===== config.mk =====
export PLATFORM = sky130hd
export DESIGN_NAME = shift_pipe
export DESIGN_NICKNAME = d
export VERILOG_FILES = /design/src/rtl/shift_pipe.sv
export SDC_FILE = /design/constraint.sdc
export NUM_CORES = 1
export LEC_CHECK = 0
export ABC_AREA = 0
export BUFFER_PORTS_ARGS = -buffer_cell sky130_fd_sc_hd__buf_2
export CELL_PAD_IN_SITES_DETAIL_PLACEMENT = 1
export CELL_PAD_IN_SITES_GLOBAL_PLACEMENT = 2
export CORE_MARGIN = 2
export CORE_UTILIZATION = 40
export CTS_BUF_LIST = sky130_fd_sc_hd__clkbuf_2 sky130_fd_sc_hd__clkbuf_4 sky130_fd_sc_hd__clkbuf_8
export CTS_CLUSTER_SIZE = 8
export DETAILED_ROUTE_END_ITERATION = 8
export PLACE_DENSITY_LB_ADDON = 0.1
export SKIP_LAST_GASP = 1
export SLEW_MARGIN = 40
export SYNTH_ARGS = -nofsm -noshare
export SYNTH_HDL_FRONTEND = slang
export SYNTH_SLANG_ARGS = --single-unit

===== constraint.sdc =====
create_clock -name clk -period 11.2 [get_ports clk]
set_input_delay 1.68 -clock clk [delete_from_list [all_inputs] [get_ports clk]]
set_output_delay 1.68 -clock clk [all_outputs]
set_load 0.05 [all_outputs]

===== src/rtl/shift_pipe.sv =====
// shift_pipe: pipelined barrel shifter (SLL/SRL/SRA) with valid/ready handshake, flush and tag passthrough.
// Define SHIFT_WORD_EN to add the in_word port for RV64 word ops (SLLW/SRLW/SRAW, DATA_W=64 only).
module shift_pipe #(
  parameter int  DATA_W     = 64,
  parameter int  NUM_STAGES = 2,
  parameter int  TAG_W      = 5,
  localparam int SHAMT_W    = $clog2(DATA_W)
) (
  input  logic               clk,
  input  logic               rst_n,
  input  logic               flush,
  input  logic               in_valid,
  output logic               in_ready,
  input  logic [DATA_W-1:0]  in_a,
  input  logic [SHAMT_W-1:0] in_shamt,
  input  logic [1:0]         in_op,
  input  logic [TAG_W-1:0]   in_tag,
`ifdef SHIFT_WORD_EN
  input  logic               in_word,
`endif
  output logic               out_valid,
  input  logic               out_ready,
  output logic [DATA_W-1:0]  out_result,
  output logic [TAG_W-1:0]   out_tag,
  output logic               busy
);

  localparam int LAST   = NUM_STAGES - 1;
  localparam int LEVELS = (SHAMT_W + NUM_STAGES - 1) / NUM_STAGES;

  logic [NUM_STAGES-1:0] v_q;
  logic [NUM_STAGES-1:0] move;
  logic [NUM_STAGES-1:0] load;
  logic                  chain;

  logic [DATA_W-1:0]  data_q  [NUM_STAGES];
  logic [SHAMT_W-1:0] shamt_q [NUM_STAGES];
  logic [1:0]         op_q    [NUM_STAGES];
  logic [TAG_W-1:0]   tag_q   [NUM_STAGES];

  logic [NUM_STAGES-1:0] src_valid;
  logic [DATA_W-1:0]     src_data  [NUM_STAGES];
  logic [SHAMT_W-1:0]    src_shamt [NUM_STAGES];
  logic [1:0]            src_op    [NUM_STAGES];
  logic [TAG_W-1:0]      src_tag   [NUM_STAGES];
  logic [DATA_W-1:0]     nxt_data  [NUM_STAGES];

  logic [DATA_W-1:0]  a_pre;
  logic [SHAMT_W-1:0] shamt_pre;

`ifdef SHIFT_WORD_EN
  logic word_q [NUM_STAGES];
  logic src_word [NUM_STAGES];

  // Word ops narrow the operand to 32 bits up front so the shared 64-bit datapath does the rest
  always_comb begin
    a_pre     = in_a;
    shamt_pre = in_shamt;
    if (in_word) begin
      shamt_pre = {{(SHAMT_W-5){1'b0}}, in_shamt[4:0]};
      if (in_op == 2'b11)
        a_pre = {{32{in_a[31]}}, in_a[31:0]};
      else if (in_op != 2'b00)
        a_pre = {32'b0, in_a[31:0]};
    end
  end
`else
  assign a_pre     = in_a;
  assign shamt_pre = in_shamt;
`endif

  // Stage k owns levels k*LEVELS up to (but excluding) (k+1)*LEVELS, capped at SHAMT_W
  function automatic logic [DATA_W-1:0] apply_levels(input logic [DATA_W-1:0] d,
                                                     input logic [SHAMT_W-1:0] sh,
                                                     input logic [1:0] op,
                                                     input int k);
    logic [DATA_W-1:0] r;
    r = d;
    for (int i = 0; i < SHAMT_W; i++) begin
      if (i >= k * LEVELS && i < (k + 1) * LEVELS && sh[i]) begin
        case (op)
          2'b00:   r = r << (1 << i);
          2'b11:   r = $signed(r) >>> (1 << i);
          default: r = r >> (1 << i);
        endcase
      end
    end
    return r;
  endfunction

  always_comb begin
    src_valid    = '0;
    src_valid[0] = in_valid;
    src_data[0]  = a_pre;
    src_shamt[0] = shamt_pre;
    src_op[0]    = in_op;
    src_tag[0]   = in_tag;
`ifdef SHIFT_WORD_EN
    src_word[0]  = in_word;
`endif
    for (int k = 1; k < NUM_STAGES; k++) begin
      src_valid[k] = v_q[k-1];
      src_data[k]  = data_q[k-1];
      src_shamt[k] = shamt_q[k-1];
      src_op[k]    = op_q[k-1];
      src_tag[k]   = tag_q[k-1];
`ifdef SHIFT_WORD_EN
      src_word[k]  = word_q[k-1];
`endif
    end
    for (int k = 0; k < NUM_STAGES; k++)
      nxt_data[k] = apply_levels(src_data[k], src_shamt[k], src_op[k], k);
  end

  // A stage can move on when out_ready holds or any later stage is empty
  always_comb begin
    chain = out_ready;
    move  = '0;
    for (int k = NUM_STAGES - 1; k >= 0; k--) begin
      move[k] = chain;
      chain   = chain || !v_q[k];
    end
  end

  assign load     = ~v_q | move;
  assign in_ready = load[0] && !flush;

  always_ff @(posedge clk) begin
    if (!rst_n) begin
      v_q <= '0;
      for (int k = 0; k < NUM_STAGES; k++) begin
        data_q[k]  <= '0;
        shamt_q[k] <= '0;
        op_q[k]    <= '0;
        tag_q[k]   <= '0;
`ifdef SHIFT_WORD_EN
        word_q[k]  <= 1'b0;
`endif
      end
    end else begin
      for (int k = 0; k < NUM_STAGES; k++) begin
        if (flush)
          v_q[k] <= 1'b0;
        else if (load[k])
          v_q[k] <= src_valid[k];
        if (!flush && load[k] && src_valid[k]) begin
          data_q[k]  <= nxt_data[k];
          shamt_q[k] <= src_shamt[k];
          op_q[k]    <= src_op[k];
          tag_q[k]   <= src_tag[k];
`ifdef SHIFT_WORD_EN
          word_q[k]  <= src_word[k];
`endif
        end
      end
    end
  end

  assign out_valid = v_q[LAST];
  assign out_tag   = tag_q[LAST];
  assign busy      = |v_q;

`ifdef SHIFT_WORD_EN
  assign out_result = word_q[LAST] ? {{(DATA_W-32){data_q[LAST][31]}}, data_q[LAST][31:0]}
                                   : data_q[LAST];
`else
  assign out_result = data_q[LAST];
`endif

endmodule


==> impl.org <==
** Outcome
- Result of the run :: completed

** Global route
- Number of antenna violations at the first check in global routing :: 0
- Total routing usage reported by global routing :: 26.3%
- Gr ovfl total :: 0
- Maximum number of pins on one net before global-route repair :: 118
- Vias in the first global route :: 10734
- Global-route wire length before repair :: ~65000 um

** Finish
- Leaving out fill and tap cells, the most frequent cell in the layout is sky130_fd_sc_hd__buf_2.
- The library cells used most frequently in the layout, excluding fill and tap cells, are sky130_fd_sc_hd__buf_2, sky130_fd_sc_hd__edfxtp_1, sky130_fd_sc_hd__nor2_1, sky130_fd_sc_hd__a221oi_1, sky130_fd_sc_hd__a21oi_1.
- Final-stage net count :: 1412
- 0 antenna diodes ended up in the layout.
- Final std cell area, no fill :: roughly 13000 sq um
- Compared with the post-synthesis result, the final layout area differs by 6.77%.
- Share of post-route cells with drive strength above 1 :: 18.1%

** Setup path
- Buffers plus inverters on the worst setup path :: 4
- Required time of the critical path :: 11.41 ns
- On the critical path the largest part of the delay comes from compound AO/OA/AOI/OAI gates.
- By instance count, the cell type seen most on the critical path is sky130_fd_sc_hd__buf_4.
- Kind of critical path :: in2reg
- Among all stages on the critical path, the largest delay is contributed by sky130_fd_sc_hd__a221oi_1.
- Along the worst path, the maximum fanout reaches 66.
- At the worst endpoint, the arrival time is just under 5 ns.
- In this design, the stage delay of the slowest critical-path cell is 0.67 ns.
- Nature of the critical path endpoint :: flop
- Startpoint type of the worst setup path :: input port
- Traced cell by cell, the critical path runs through buf_2, inv_1, ha_2, buf_4, buf_4, and4b_1, a211o_1, a221oi_1, o22ai_1, o21bai_1.

** Timing
- Final Hold Vio Count :: 0
- For the final routed database, the setup TNS stands at 0 ns.
- Highest attainable clock frequency :: about 210 MHz
- Setup violations remaining at the end of the flow were counted as 0.
- Setup repair after global routing left no endpoint under its margin.
- Worst Skew :: ~0.016 ns
- At the pin with the least slew margin, the transition time is a little over 0.8 ns.
- Hold timing on the final database bottoms out at a slack of 0.520 ns.
- In this run the tightest slew margin relative to its limit is 45.4%.
- The worst path uses 42.0% of the clock period.
- Final WS setup :: approximately 6.5 ns
- The final max-slew violation count is 0.
- After layout, the minimum clock period comes to 4.71 ns.

** Logic synthesis
- Synth warn :: 0
- Sequential elements use 35.8% of the synthesized area.
- The synthesized design contains 143 enable-type register cells.
- The cell area that synthesis handed to floorplanning was 12100 sq um.
- Flip-flop and latch count after synthesis :: roughly 150
- The synthesized netlist contains 53 unique library cells.
- Number of instances in the synthesized netlist :: 1341
- The average instance in the mapped netlist occupies 9.03 sq um.
- Synthesized Nets :: ~1400
- Among all flip-flop cells after synthesis, the most frequent one is sky130_fd_sc_hd__edfxtp_1.
- FFs w/ async S/R, synth :: 0%

** Clocking
- CTS saw 145 sinks.
- TritonCTS built the clock tree.
- Level count of the clock H-tree :: 4
- Number of buffers created by CTS :: 17
- Post-CTS timing repair inserted 0 buffers for setup.
- In this run, post-CTS hold repair placed 0 buffers.
- Maximum clock insertion buffer count :: 2
- Post-CTS repair changed the size of 0 cells.
- Clk_lat worst skew :: 0.47 ns
- Clock-pin slew was measured on the worst setup and hold paths at 0.09 ns.
- The cell sitting at the root of the clock tree is a sky130_fd_sc_hd__clkbuf_8.

** Die
- Die ar. :: 31700 sq um
- Die height :: 178 um
- Width of the chip :: approximately 180 um
- Once the floorplan was initialized, standard cells occupied 40.7% of the core.
- Number of top-level pins :: 154
- The region available for standard cell placement spans 29700 sq um.
- Std cell rows :: 63

** Detailed routing
- Mean number of vias per cell :: 6.67
- Remaining number of nets flagged by the antenna check after routing :: 0
- Number of vias after detailed routing :: 11518
- Post-Route WL :: 41700 um
- Routed length per placed instance :: 24.2 um
- In the routed design, unresolved DRC markers number 0.
- The detailed router finished its first iteration with 1250 violations.
- The pre-antenna-repair detailed-routing pass consisted of 6 iterations.

** Placement
- After legalization and detailed placement, the total HPWL measured 30200 um.
- Routability-driven placement finished with a final weighted congestion of 0.852.
- Placed Instance Area :: 12500 sq um
- Buffers placed on the I/O ports in this run total 153.
- Timing analysis after detailed placement gives a worst setup slack of 6.06 ns.

** Power and ir drop
- Reported leakage power :: 4.56 nW
- Power density cells :: approximately 120 nW/um^2
- The design draws 1.57 mW.
- IR analysis of the VDD net gives a maximum drop of roughly 0.00006 V.

** Worst hold path
- The worst hold path belongs to the class reg2reg.

** Job
- The tool flagged a number of max-cap violations equal to 0.
## where the power goes
| part | internal [mW] | switching, mW |
|---|---|---|
| registers | 0.633 | 0.0228 |
| clock network | 0.248 | 0.208 |
| logic | 0.136 | 0.320 |
## final cells by class
class | count | area, sq um
fillers | 3472 | 16800
clock inverters | 13 | 184
multi-input cells | 964 | 6630
inverters | 14 | 52.6
repair buffers | 182 | 990
well taps | 390 | 488
clock buffers | 19 | 249
flip-flops and latches | 145 | 4330
## cells in the mapped netlist, drive strengths merged (3+ instances only)
library cell,number,share of area [%]
nand4b,43,3.1
o21ai,63,2.7
and3b,5,0.36
a211o,5,0.36
edfxtp,143,35
ha,6,0.62
nor2b,23,1.2
a21oi,78,3.2
or3,3,0.16
o21bai,7,0.43
clkbuf,106,3.3
nand4,10,0.52
nand2,26,0.81
o211ai,51,3.2
nand3b,15,0.93
a222oi,14,1.2
nor3,6,0.25
o211a,19,1.6
o22a,52,3.8
o31a,3,0.22
a31oi,66,3.4
nand3,46,1.9
a22oi,64,4.0
a211oi,15,0.93
nand2b,48,2.5
and4b,6,0.50
a221oi,92,7.3
o221ai,19,1.4
nor2,87,2.7
buf,112,5.9
o22ai,37,1.9
inv,14,0.43
a221o,14,1.2
and2,18,0.93
o32a,3,0.25
or2,7,0.36
## final timing paths
path | from | endpoint | slack [ns] | depth (start not counted)
worst min-delay path | tag_q[0][4] | tag_q[0][9] | 0.52 | 1
worst max register to register | op_q[0][0] | data_q[0][112] | 7.35 | 7
worst max-delay path | in_op[0] | data_q[0][52] | 6.49 | 10
worst min register to register | tag_q[0][4] | tag_q[0][9] | 0.52 | 1
## routing by layer
metal | track usage (%) | vias up | share of wire (%)
met3 | 2.81 | 36 | 4.2
met5 | 0 | - | 0
li1 | - | 5373 | -
met1 | 37.8 | 5773 | 47
met2 | 42.0 | 336 | 47
met4 | 6.76 | 0 | 1.8
## metrics by stage
step	std cells	utilization, %
global route	1727	43.5
floorplan	1341	-
finish	1727	43.5
detailed placement	1693	42.0
global placement	1692	41.9
CTS	1725	43.5
## registers in the layout, indices dropped and copies added, names as in the netlist
register and flops:
data_q 128, tag_q 10, shamt_q 3, op_q 2
v_q 2
## logic make-up after synthesis
| group | after synthesis | share of synthesized area, % |
|---|---|---|
| buffers and inverters | 232 | 9.65 |
| AO/OA/AOI/OAI | 614 | 37.7 |
| AND/OR/NAND/NOR | 344 | 16.2 |
| adder cells (fa/ha/maj) | 6 | 0.620 |
| flip-flops | 145 | 35.8 |
(Power assumes the default switching activity.)
